## src/rtl/port_bus_master.sv

```systemverilog
// -----------------------------------------------------------------------------
// port_bus_master
//
// Queues port-bus commands from a valid/ready request interface and replays
// them onto a PicoBlaze-style port bus (port_id / out_port / in_port with
// write_strobe and read_strobe). Read data is returned on a one-cycle rsp_valid
// pulse. A level interrupt from the peripheral is acknowledged between
// transactions, never in the middle of one.
//
// Parameters
//   FIFO_DEPTH  command FIFO entries (power of two, >= 2)
//   RD_LATENCY  cycles from port_id presentation to the in_port sample (>= 1)
//
// Ports
//   sysclk, sysreset        clock, synchronous active-high reset
//   cmd_valid/cmd_ready     command handshake; cmd_write selects write/read,
//   cmd_port, cmd_data      target port and write data
//   rsp_valid, rsp_port,    read completion pulse with port and data; port and
//   rsp_data                data hold until the next read completes
//   port_id, out_port,      port bus address, write data, read data
//   in_port
//   write_strobe,           one-cycle bus qualifiers (k_write_strobe is unused
//   read_strobe,            and tied low)
//   k_write_strobe
//   interrupt, irq_en       peripheral interrupt level and servicing enable
//   interrupt_ack,          one-cycle acknowledge and coincident event pulse
//   irq_event
//   busy                    a transaction or queued command is outstanding
// -----------------------------------------------------------------------------
module port_bus_master #(
    parameter int FIFO_DEPTH = 4,
    parameter int RD_LATENCY = 2
) (
    input  logic       sysclk,
    input  logic       sysreset,
    input  logic       cmd_valid,
    output logic       cmd_ready,
    input  logic       cmd_write,
    input  logic [7:0] cmd_port,
    input  logic [7:0] cmd_data,
    output logic       rsp_valid,
    output logic [7:0] rsp_port,
    output logic [7:0] rsp_data,
    output logic [7:0] port_id,
    output logic [7:0] out_port,
    input  logic [7:0] in_port,
    output logic       write_strobe,
    output logic       k_write_strobe,
    output logic       read_strobe,
    input  logic       interrupt,
    output logic       interrupt_ack,
    input  logic       irq_en,
    output logic       irq_event,
    output logic       busy
);

    localparam int AW = (FIFO_DEPTH > 1) ? $clog2(FIFO_DEPTH) : 1;
    localparam int CW = (RD_LATENCY > 2) ? $clog2(RD_LATENCY) : 1;
    localparam logic [AW:0]   FULL_CNT  = (AW + 1)'(FIFO_DEPTH);
    // RDWAIT counts down from RD_LATENCY-2 to 0, giving RD_LATENCY-1 cycles.
    localparam logic [CW-1:0] WAIT_INIT = CW'((RD_LATENCY > 1) ? RD_LATENCY - 2 : 0);
    localparam bit            RD_SKIP   = (RD_LATENCY == 1);

    typedef enum logic [1:0] {
        S_IDLE   = 2'd0,
        S_ISSUE  = 2'd1,
        S_RDWAIT = 2'd2,
        S_ACK    = 2'd3
    } state_t;

    // ---------------------------------------------------------------- state
    state_t        state_q, state_d;
    logic [CW-1:0] wait_cnt_q, wait_cnt_d;
    logic          cur_write_q, cur_write_d;
    logic          rsp_pend_q, rsp_pend_d;
    logic [7:0]    rd_cap_q, rd_cap_d;

    logic [AW-1:0] wr_ptr_q, wr_ptr_d;
    logic [AW-1:0] rd_ptr_q, rd_ptr_d;
    logic [AW:0]   count_q, count_d;
    logic          cmd_ready_q, cmd_ready_d;

    logic [7:0]    port_id_q, port_id_d;
    logic [7:0]    out_port_q, out_port_d;
    logic          write_strobe_q, write_strobe_d;
    logic          read_strobe_q, read_strobe_d;
    logic          rsp_valid_q, rsp_valid_d;
    logic [7:0]    rsp_port_q, rsp_port_d;
    logic [7:0]    rsp_data_q, rsp_data_d;
    logic          interrupt_ack_q, interrupt_ack_d;
    logic          irq_event_q, irq_event_d;
    logic          busy_q, busy_d;

    // Entry layout: {write, port[7:0], data[7:0]}
    logic [16:0]   fifo_mem [FIFO_DEPTH];
    logic [16:0]   head;
    logic          push, pop, fifo_empty, irq_take, rd_done;

    assign push       = cmd_valid && cmd_ready_q;
    assign fifo_empty = (count_q == '0);
    assign head       = fifo_mem[rd_ptr_q];
    assign irq_take   = interrupt && irq_en;
    assign pop        = (state_q == S_IDLE) && (state_d == S_ISSUE);

    // The cycle whose closing edge samples in_port.
    assign rd_done = (state_q == S_ISSUE && !cur_write_q && RD_SKIP) ||
                     (state_q == S_RDWAIT && wait_cnt_q == '0);

    // ------------------------------------------------------ storage array
    always_ff @(posedge sysclk) begin
        if (push) begin
            fifo_mem[wr_ptr_q] <= {cmd_write, cmd_port, cmd_data};
        end
    end

    // --------------------------------------------------------- registers
    always_ff @(posedge sysclk) begin
        if (sysreset) begin
            state_q         <= S_IDLE;
            wait_cnt_q      <= '0;
            cur_write_q     <= 1'b0;
            rsp_pend_q      <= 1'b0;
            rd_cap_q        <= '0;
            wr_ptr_q        <= '0;
            rd_ptr_q        <= '0;
            count_q         <= '0;
            cmd_ready_q     <= 1'b1;
            port_id_q       <= '0;
            out_port_q      <= '0;
            write_strobe_q  <= 1'b0;
            read_strobe_q   <= 1'b0;
            rsp_valid_q     <= 1'b0;
            rsp_port_q      <= '0;
            rsp_data_q      <= '0;
            interrupt_ack_q <= 1'b0;
            irq_event_q     <= 1'b0;
            busy_q          <= 1'b0;
        end else begin
            state_q         <= state_d;
            wait_cnt_q      <= wait_cnt_d;
            cur_write_q     <= cur_write_d;
            rsp_pend_q      <= rsp_pend_d;
            rd_cap_q        <= rd_cap_d;
            wr_ptr_q        <= wr_ptr_d;
            rd_ptr_q        <= rd_ptr_d;
            count_q         <= count_d;
            cmd_ready_q     <= cmd_ready_d;
            port_id_q       <= port_id_d;
            out_port_q      <= out_port_d;
            write_strobe_q  <= write_strobe_d;
            read_strobe_q   <= read_strobe_d;
            rsp_valid_q     <= rsp_valid_d;
            rsp_port_q      <= rsp_port_d;
            rsp_data_q      <= rsp_data_d;
            interrupt_ack_q <= interrupt_ack_d;
            irq_event_q     <= irq_event_d;
            busy_q          <= busy_d;
        end
    end

    // ------------------------------------------------------ next state
    always_comb begin
        state_d = state_q;
        case (state_q)
            S_IDLE: begin
                // While a captured read is being returned the FSM waits one
                // cycle, so the response always precedes a following ack or
                // issue.
                if (!rsp_pend_q) begin
                    if (irq_take) begin
                        state_d = S_ACK;
                    end else if (!fifo_empty) begin
                        state_d = S_ISSUE;
                    end
                end
            end
            S_ISSUE: begin
                if (cur_write_q || RD_SKIP) begin
                    state_d = S_IDLE;
                end else begin
                    state_d = S_RDWAIT;
                end
            end
            S_RDWAIT: begin
                if (wait_cnt_q == '0) begin
                    state_d = S_IDLE;
                end
            end
            S_ACK: begin
                state_d = S_IDLE;
            end
            default: begin
                state_d = S_IDLE;
            end
        endcase
    end

    // ------------------------------------------------------ FIFO pointers
    always_comb begin
        wr_ptr_d = wr_ptr_q;
        rd_ptr_d = rd_ptr_q;
        count_d  = count_q;
        if (push) begin
            wr_ptr_d = wr_ptr_q + AW'(1);
        end
        if (pop) begin
            rd_ptr_d = rd_ptr_q + AW'(1);
        end
        case ({push, pop})
            2'b10:   count_d = count_q + (AW + 1)'(1);
            2'b01:   count_d = count_q - (AW + 1)'(1);
            default: count_d = count_q;
        endcase
        cmd_ready_d = (count_d != FULL_CNT);
    end

    // ------------------------------------------------------ outputs
    always_comb begin
        cur_write_d     = cur_write_q;
        wait_cnt_d      = wait_cnt_q;
        rsp_pend_d      = rsp_pend_q;
        rd_cap_d        = rd_cap_q;
        port_id_d       = port_id_q;
        out_port_d      = out_port_q;
        write_strobe_d  = 1'b0;
        read_strobe_d   = 1'b0;
        rsp_valid_d     = 1'b0;
        rsp_port_d      = rsp_port_q;
        rsp_data_d      = rsp_data_q;

        if (pop) begin
            cur_write_d = head[16];
            port_id_d   = head[15:8];
            if (head[16]) begin
                out_port_d     = head[7:0];
                write_strobe_d = 1'b1;
            end else begin
                read_strobe_d  = 1'b1;
            end
        end

        if (state_q == S_ISSUE) begin
            wait_cnt_d = WAIT_INIT;
        end else if (state_q == S_RDWAIT && wait_cnt_q != '0) begin
            wait_cnt_d = wait_cnt_q - CW'(1);
        end

        if (rd_done) begin
            rd_cap_d   = in_port;
            rsp_pend_d = 1'b1;
        end

        if (rsp_pend_q) begin
            rsp_pend_d  = 1'b0;
            rsp_valid_d = 1'b1;
            rsp_port_d  = port_id_q;
            rsp_data_d  = rd_cap_q;
        end

        interrupt_ack_d = (state_d == S_ACK);
        irq_event_d     = (state_d == S_ACK);
        busy_d          = (state_d != S_IDLE) || (count_d != '0) || rsp_pend_d;
    end

    assign cmd_ready      = cmd_ready_q;
    assign port_id        = port_id_q;
    assign out_port       = out_port_q;
    assign write_strobe   = write_strobe_q;
    assign read_strobe    = read_strobe_q;
    assign k_write_strobe = 1'b0;
    assign rsp_valid      = rsp_valid_q;
    assign rsp_port       = rsp_port_q;
    assign rsp_data       = rsp_data_q;
    assign interrupt_ack  = interrupt_ack_q;
    assign irq_event      = irq_event_q;
    assign busy           = busy_q;

endmodule
```

## config.mk

```make
export PLATFORM = sky130hd
export DESIGN_NAME = port_bus_master
export DESIGN_NICKNAME = d
export VERILOG_FILES = /design/src/rtl/port_bus_master.sv
export SDC_FILE = /design/constraint.sdc
export NUM_CORES = 1
export LEC_CHECK = 0
export BUFFER_PORTS_ARGS = -buffer_cell sky130_fd_sc_hd__buf_2
export CORE_ASPECT_RATIO = 0.75
export CORE_MARGIN = 3
export CORE_UTILIZATION = 45
export CTS_BUF_LIST = sky130_fd_sc_hd__clkbuf_4
export CTS_CLUSTER_SIZE = 40
export DETAILED_ROUTE_END_ITERATION = 8
export PLACE_DENSITY = 0.65
export SLEW_MARGIN = 40
export SYNTH_ARGS = -nofsm -noshare
export SYNTH_HDL_FRONTEND = slang
export SYNTH_SLANG_ARGS = --single-unit
```

## constraint.sdc

```tcl
create_clock -name sysclk -period 7.6 [get_ports sysclk]
set_clock_uncertainty 0.15 [all_clocks]
set_input_delay 0.76 -clock sysclk [delete_from_list [all_inputs] [get_ports sysclk]]
set_output_delay 0.76 -clock sysclk [all_outputs]
set_load 0.05 [all_outputs]
```

==> summary.txt, run 1 <==
Final Cycle Share: 40.81%
Ports: 70
Root Buffer: clkbuf_4
Post-synth net total: 355
Post-synth EDFFs: 68
Register area share after synthesis: 68.12%
Final hold violations: 0
Pre-antenna DRT Iters: 4
Status: completed
Synthesis Warnings: 0
Pleak: 2.096 nW
Cell breakdown of the critical path: buf_4 -> a2111oi_4 -> nand2_4 -> inv_6 -> ha_1 -> fa_1 -> nor3b_1 -> a21oi_1 -> o221ai_1 -> o211ai_1
Syn Std Cell Area: 4761 um2
Worst-Margin Slew: 0.7068 ns
Layout Area Growth over Synthesis: 13.93%
Critical path launch point type: flip-flop
Routed wire length: 8704 um
# port buffers: 68
Clock Path Buffers: 2
CP max stage cell: a2111oi_4
Die H: 95.08 um
CTS Buf Count: 17
HPWL reported at the end of detailed placement: 5775 um
Crit-path max FO: 23
Util after Layout: 54.41%
Largest net degree at the start of global routing: 59
Grt met3 use: 5.263%
Worst Hold Slack: 0.3289 ns
Routed vias/inst: 5.021
Hold Crit Class: primary input to flip-flop
Reg-to-reg setup timing slack: 4.50 ns
Post-synth ARST share: 0%
Mapped Avg Cell Area: 14.92 um2
Most frequent cells in the layout: 68 x edfxtp_1, 67 x buf_2, 59 x dfxtp_1
Post-CTS Setup Bufs: 0
PD cells: 342.5 nW/um2
DP Cell Count: 503
Hold buffers post-CTS: 0
Most Used Layer, Global Route: met2
FP Rows: 31
FILL cells: 863
Met2 global-route usage: 24.10%
Final setup fails: 0
Max cap viols: 0
Synth cell types: 37
Worst R2R Path Depth: 10
Layout cells sized above 1: 31.59%
CTS tree: built
DR WL/cell: 16.30 um
Required time of the critical path: 7.81 ns
Final Non-Filler Cells: 534
Max_slew headroom: 52.60%
Post_cts resized: 0
Tot GR Track Use: 15.47%
Diodes inserted: 0
Min cycle time layout: 3.102 ns
Die X: 124.8 um
Final Slew Violations: 0
Via count: 2681
Reg2reg end: busy$_SDFF_PP0_
Fmax: 0.3224 GHz
Met1 Track Usage GR: 20.40%
Setup tns final: 0 ns
Peak VDD IR: 0.2615 mV
CP max stage delay: 0.53 ns
Worst Hold End: fifo_mem[2][2]$_DFFE_PP_
# clock sinks: 128
Pwr Total: 1.858 mW
Starting DRC count in detailed routing: 254
Global-route wire length before repair: 13970 um
Initial Utilization: 47.76%
# DRC: 0
Routed Antenna Nets: 0
WHS Path Cells: 1
Die ar.: 11860 um2
Yosys reg bits: 128
Global route overflow: 0
HP Start: cmd_data[2]
GPL Wtd Cong: 0.7300
Vias in the first global route: 2703
Crit end category: flip-flop
Initial antenna violation count: 0
Worst EP arrival: 3.31 ns
H-Tree Depth: 4
Skew-Pair Late Insertion Delay: 0.49 ns
RSZ-0062 raised after global routing: no
Setup CP Type: flip-flop to flip-flop
Core Area: 9968 um2
Syn Inst Count: 319
Layout Nets: 426
R2R Path Start: rsp_pend_q$_SDFF_PP0_
Reg clk slew, reported paths: 0.11 ns
Commonest non-fill, non-tap cell in the layout: edfxtp_1
Ys flop type: edfxtp_1
critical path: cells and delay by family (launching register included):
kind | cells | cell delay (ns)
AO/OA/AOI/OAI | 4 | 0.97
adder cells (fa/ha/maj) | 2 | 0.66
AND/OR/NAND/NOR | 2 | 0.52
buffers and inverters | 2 | 0.37
flip-flops | 1 | 0.31
metrics by stage:
step | instance area, um2 | worst slack, ns
CTS | 5424 | 4.499
global route | 5424 | 4.225
floorplan | 4761 | 4.544
detailed placement | 5204 | 4.155
finish | 5424 | 4.498
global placement | 5189 | 4.238
cells in the mapped netlist, drive strengths merged (3+ instances only):
cell / n / area [um2]
edfxtp: 68 / 2042
mux4: 17 / 382.9
nand2: 22 / 90.09
buf: 15 / 86.33
o21ai: 3 / 15.01
inv: 4 / 20.02
a21oi: 11 / 55.05
mux2i: 33 / 330.3
clkbuf: 3 / 11.26
xnor2: 4 / 35.03
nor2: 42 / 157.7
ha: 5 / 62.56
and3: 6 / 37.54
nand3: 3 / 27.53
nor3b: 4 / 30.03
dfxtp: 60 / 1201
power by group:
part           leakage, nW  internal, mW  total, mW  switching, mW
clock network        0.144         0.160      0.383          0.224
registers             1.11         0.832      0.900         0.0689
logic                0.839         0.214      0.574          0.360
total                 2.10          1.21       1.86          0.653
how the worst max path moves through the flow:
stage | depth (start not counted) | endpoint | slack [ns] | from
3_5_place_dp | 10 | busy$_SDFF_PP0_ | 4.16 | interrupt
2_1_floorplan | 9 | busy$_SDFF_PP0_ | 4.54 | interrupt
6_report | 10 | busy$_SDFF_PP0_ | 4.50 | rsp_pend_q$_SDFF_PP0_
4_1_cts | 10 | busy$_SDFF_PP0_ | 4.50 | rsp_pend_q$_SDFF_PP0_
3_3_place_gp | 10 | busy$_SDFF_PP0_ | 4.24 | interrupt
5_1_grt | 10 | busy$_SDFF_PP0_ | 4.22 | rsp_pend_q$_SDFF_PP0_
cells by family after synthesis:
family,synth area share [%]
other,0.07877
DFF,68.12
buffers and inverters,2.470
xor gates and xnor gates,1.104
AOI/OAI and AO/OA,3.180
muxes,14.98
adders and majority gates,1.735
and+or+nand+nor,8.331
routing by layer:
| metal | up-vias | wire length, um |
|---|---|---|
| met1 | 1293 | 3994 |
| met4 | 0 | 45 |
| li1 | 1313 | - |
| met5 | - | 0 |
| met3 | 4 | 576 |
| met2 | 71 | 4088 |
area by class of cell:
cell class	instances	area (um2)	area share (%)
Clock inverter	12	77.57	1.430
Inverter	4	20.02	0.3691
Tap cell	132	165.2	3.045
Timing Repair Buffer	70	357.8	6.597
Multi-Input combinational cell	169	1416	26.11
Sequential cell	128	3244	59.82
Clock buffer	19	142.6	2.630
sequential cells by signal (all words and copies together) (netlist names), 2 cells and up, named ones only:
signal	cells
rsp_data	8
out_port	8
wr_ptr_q	2
fifo_mem	68
state_q	2
port_id	8
rd_ptr_q	2
rsp_port	8
count_q	3
rd_cap_q	8
No activity file was read; power rests on OpenSTA's default activity.
==> run 2, diff against run 1 <==
--- a/config.mk
+++ b/config.mk
@@ -12,7 +12,7 @@
 export CTS_BUF_LIST = sky130_fd_sc_hd__clkbuf_4
 export CTS_CLUSTER_SIZE = 40
 export DETAILED_ROUTE_END_ITERATION = 8
-export PLACE_DENSITY = 0.65
+export PLACE_DENSITY = 0.68
 export SLEW_MARGIN = 40
 export SYNTH_ARGS = -nofsm -noshare
 export SYNTH_HDL_FRONTEND = slang
==> constraint.sdc (replaced) <==
create_clock -name sysclk -period 2.55 [get_ports sysclk]
set_clock_uncertainty 0.15 [all_clocks]
set_input_delay 0.255 -clock sysclk [delete_from_list [all_inputs] [get_ports sysclk]]
set_output_delay 0.255 -clock sysclk [all_outputs]
set_load 0.05 [all_outputs]
==> summary.txt, run 2 (synthesized netlist as in run 1, its figures left out) <==
Post-Layout Inst Area: 5913 um2
Final setup fails: 0
Tot GR Track Use: 16.20%
Max_slew headroom: 54.94%
Global route overflow: 0
WHS Path Cells: 5
Core Area: 9968 um2
Via count: 2885
Hold Crit Class: primary input to flip-flop
Peak VDD IR: 0.5362 mV
Post-CTS Setup Bufs: 0
Worst-Margin Slew: 0.6719 ns
Routed vias/inst: 4.991
Critical path launch point type: flip-flop
# port buffers: 68
Ports: 70
PD cells: 1029 nW/um2
Initial Utilization: 47.76%
Most flops, register: fifo_mem
Final Non-Filler Cells: 578
CTS tree: built
Layout Nets: 470
Most frequent cells in the layout: 68 x edfxtp_1, 68 x buf_2, 60 x dfxtp_1
Vias in the first global route: 2911
Reg clk slew, reported paths: 0.11 ns
Worst EP arrival: 2.67 ns
Layout cells sized above 1: 31.39%
Skew-Pair Late Insertion Delay: 0.49 ns
DP Cell Count: 520
Pleak: 2.306 nW
Status: completed
Starting DRC count in detailed routing: 171
H-Tree Depth: 4
Crit-path max FO: 2
Root Buffer: clkbuf_4
Fmax: 0.4098 GHz
Global-route wire length before repair: 14680 um
# clock sinks: 128
Diodes inserted: 0
FP Rows: 31
Worst R2R Path Depth: 9
Initial antenna violation count: 0
DR WL/cell: 15.52 um
Largest net degree at the start of global routing: 36
Final hold violations: 0
Die ar.: 11860 um2
# DRC: 0
Die X: 124.8 um
Crit end category: flip-flop
Pre-antenna DRT Iters: 4
CTS Buf Count: 17
GPL Wtd Cong: 0.8414
Min cycle time layout: 2.440 ns
Required time of the critical path: 2.78 ns
Max cap viols: 0
RSZ-0062 raised after global routing: no
Layout Area Growth over Synthesis: 24.20%
Placed cell area: 5329 um2
Util after Layout: 59.32%
Clock Path Buffers: 2
Final Slew Violations: 0
Max reg flops: 68
Setup CP Type: flip-flop to flip-flop
Routed Antenna Nets: 0
Routed wire length: 8971 um
Die H: 95.08 um
Setup tns final: 0 ns
HPWL reported at the end of detailed placement: 5975 um
Final Cycle Share: 95.70%
## run 2: area by class of cell
type / instances / area [um2]
multi-input cells: 169 / 1421
clock buffers: 19 / 142.6
well taps: 132 / 165.2
fillers: 783 / 4055
clock inverters: 12 / 167.7
flip-flops and latches: 128 / 3243
inverters: 4 / 20.02
repair buffers: 114 / 753.2
## run 2: worst paths after layout
check / from / end / slack (ns)
worst max-delay path: count_q[2]$_SDFF_PP0_ / cmd_ready$_SDFF_PP1_ / 0.11
worst min-delay path: irq_en / cur_write_q$_SDFFE_PP0P_ / 0.23
worst max register to register: count_q[2]$_SDFF_PP0_ / cmd_ready$_SDFF_PP1_ / 0.11
worst min register to register: port_id[0]$_SDFFE_PP0P_ / port_id[0]$_SDFFE_PP0P_ / 0.34
## run 2: metrics by stage
step | total power, mW | setup slack, ns | hold WS, ns
after floorplan | 4.109 | -0.005612 | 0.2039
after global placement | 4.581 | 0.01573 | 0.3114
after detailed placement | 4.624 | -0.01714 | 0.3202
after CTS | 6.141 | 0.06528 | 0.1944
after global routing | 6.433 | 0.01600 | 0.2095
final | 6.082 | 0.1096 | 0.2345
## run 2: worst max-delay path, stage by stage, from the launching register on
cell and delay (ns):
dfxtp_1 0.32, a2111o_1 0.44, nand2_4 0.11, inv_6 0.04
ha_4 0.15, fa_1 0.40, xnor2_1 0.15, or3_1 0.32
a21oi_2 0.15, o21ai_0 0.10
## run 2: layer usage
| layer | vias up | global-route usage [%] | wire, um |
|---|---|---|---|
| met2 | 78 | 25.45 | 4192 |
| met4 | 0 | 4.106 | 71 |
| met3 | 8 | 5.991 | 472 |
| li1 | 1396 | - | - |
| met5 | - | 0 | 0 |
| met1 | 1403 | 21.68 | 4235 |
## run 2: power by group
group | internal (mW) | total, mW | switching [mW]
combinational | 0.800 | 1.97 | 1.17
sequential | 2.48 | 2.62 | 0.148
clock | 0.784 | 1.48 | 0.700
total | 4.06 | 6.08 | 2.02
## run 2: what timing repair did
action                                  CTS  global route
endpoints found under the hold margin    78             0
gates resized for setup                   0             1
hold buffers                             27             0
endpoints found under the setup margin    0             2
==> run 3, diff against run 2 <==
--- a/config.mk
+++ b/config.mk
@@ -12,7 +12,7 @@
 export CTS_BUF_LIST = sky130_fd_sc_hd__clkbuf_4
 export CTS_CLUSTER_SIZE = 40
 export DETAILED_ROUTE_END_ITERATION = 8
-export PLACE_DENSITY = 0.68
+export PLACE_DENSITY = 0.65
 export SLEW_MARGIN = 40
 export SYNTH_ARGS = -nofsm -noshare
 export SYNTH_HDL_FRONTEND = slang
==> constraint.sdc (replaced) <==
create_clock -name sysclk -period 3 [get_ports sysclk]
set_clock_uncertainty 0.15 [all_clocks]
set_input_delay 0.3 -clock sysclk [delete_from_list [all_inputs] [get_ports sysclk]]
set_output_delay 0.3 -clock sysclk [all_outputs]
set_load 0.05 [all_outputs]
==> summary.txt, run 3 (synthesized netlist as in run 1, its figures left out) <==
Status: completed
Min cycle time layout: 2.770 ns
GPL Wtd Cong: 0.7315
CP bufs+invs: 1
HPWL reported at the end of detailed placement: 5628 um
H-Tree Depth: 4
Final Cycle Share: 92.33%
Final setup fails: 0
Max_slew headroom: 47.95%
Clock Path Buffers: 2
Max cap viols: 0
Pleak: 2.274 nW
Worst R2R Path Depth: 9
Family with the most delay on the worst path: compound AO/OA/AOI/OAI gates
Initial antenna violation count: 0
Post-CTS Setup Bufs: 0
Worst Hold End: out_port[7]$_SDFFE_PP0P_
Setup tns final: 0 ns
Routed vias/inst: 4.991
Die ar.: 11860 um2
Pre-antenna DRT Iters: 4
Routed Antenna Nets: 0
Reg2reg end: cmd_ready$_SDFF_PP1_
CTS Buf Count: 17
Tot GR Track Use: 15.89%
Most flops, register: fifo_mem
WHS Path Cells: 2
RSZ-0062 raised after global routing: no
Root Buffer: clkbuf_4
Setup CP Type: flip-flop to flip-flop
Met2 global-route usage: 25.45%
Post-Layout Inst Area: 5828 um2
Initial Utilization: 47.76%
R2R Path Start: count_q[0]$_SDFF_PP0_
CTS tree: built
Crit end category: flip-flop
Via count: 2845
Placed cell area: 5256 um2
FP Rows: 31
Met1 Track Usage GR: 20.31%
Worst EP arrival: 3.01 ns
Final Non-Filler Cells: 570
Cell breakdown of the critical path: a2111o_1 -> nand2_4 -> inv_6 -> ha_1 -> fa_1 -> xnor2_1 -> or3_1 -> a21oi_1 -> o21ai_0
Reg-to-reg setup timing slack: 0.23 ns
Final hold violations: 0
Die H: 95.08 um
Skew-Pair Late Insertion Delay: 0.50 ns
Max reg flops: 68
Diodes inserted: 0
# clock sinks: 128
Global route overflow: 0
Die X: 124.8 um
Reg clk slew, reported paths: 0.11 ns
Crit-path max FO: 10
# DRC: 0
CP max stage delay: 0.54 ns
Ports: 70
Grt met3 use: 6.047%
PD cells: 864.5 nW/um2
Vias in the first global route: 2864
Routed wire length: 8786 um
Most frequent cells in the layout: 68 x edfxtp_1, 68 x buf_2, 60 x dfxtp_1
Core Area: 9968 um2
Hold Crit Class: primary input to flip-flop
DR WL/cell: 15.41 um
Required time of the critical path: 3.24 ns
Starting DRC count in detailed routing: 214
# port buffers: 68
Most Used Layer, Global Route: met2
Layout Nets: 461
Fmax: 0.3610 GHz
Largest net degree at the start of global routing: 32
Global-route wire length before repair: 14350 um
DP Cell Count: 512
Layout Area Growth over Synthesis: 22.42%
Worst-Margin Slew: 0.7761 ns
Layout cells sized above 1: 29.91%
Final Slew Violations: 0
Util after Layout: 58.47%
Peak VDD IR: 0.4284 mV
HP Start: sysreset
CP max stage cell: a2111o_1
Critical path launch point type: flip-flop
[run 3: cell count changes in the layout (fill, tap and decap cells not counted)]
cell,previous run,this run
dlygate4sd3_1,27,26
buf_4,19,11
ha_1,4,5
a21oi_1,10,11
a21oi_2,1,0
nor3b_2,1,2
clkbuf_4,19,18
nor3b_1,3,2
ha_4,1,0
clkinv_1,2,3
clkinv_2,2,5
clkinvlp_4,4,2
[run 3: final cells by class]
class	instances	area, um2
tap	132	165.2
inverter	4	20.02
clock inverter	14	171.4
clock buffer	18	135.1
fill	817	4140
timing repair buffer	105	683.2
multi-input combinational	169	1410
sequential	128	3243
[run 3: worst max path at each step]
| stage | slack (ns) | start | depth (start not counted) | end |
|---|---|---|---|---|
| finish | 0.23 | count_q[0]$_SDFF_PP0_ | 9 | cmd_ready$_SDFF_PP1_ |
| global route | 0.07 | count_q[0]$_SDFF_PP0_ | 9 | cmd_ready$_SDFF_PP1_ |
| CTS | 0.16 | count_q[0]$_SDFF_PP0_ | 9 | busy$_SDFF_PP0_ |
| detailed placement | 0.09 | interrupt | 10 | busy$_SDFF_PP0_ |
| global placement | 0.20 | interrupt | 10 | busy$_SDFF_PP0_ |
| floorplan | 0.33 | rsp_pend_q$_SDFF_PP0_ | 10 | busy$_SDFF_PP0_ |
[run 3: through the flow]
stage          worst slack (ns)  hold WS (ns)  power, mW
3_3_place_gp             0.2006        0.3195      3.787
6_report                 0.2302        0.1205      5.038
3_5_place_dp            0.09486        0.3234      3.819
2_1_floorplan            0.3319        0.2489      3.460
4_1_cts                  0.1611       0.08439      5.095
5_1_grt                 0.07397       0.09317      5.349
[run 3: timing repair]
action / 4_1_cts / 5_1_grt
hold endpoints to repair: 77 / 0
gates resized for setup: 0 / 1
setup endpoints to repair: 0 / 1
hold buffers: 26 / 0
[run 3: where the power goes]
group | total (mW) | leakage, nW | switching, mW | internal, mW
logic | 1.52 | 0.997 | 0.925 | 0.598
clock network | 1.24 | 0.164 | 0.587 | 0.655
registers | 2.27 | 1.11 | 0.168 | 2.11
[run 3: per-layer routing]
metal / vias to the layer above / part of all wire, %
met5: - / 0
li1: 1381 / -
met2: 61 / 48
met4: 0 / 0.97
met3: 7 / 4.9
met1: 1396 / 46
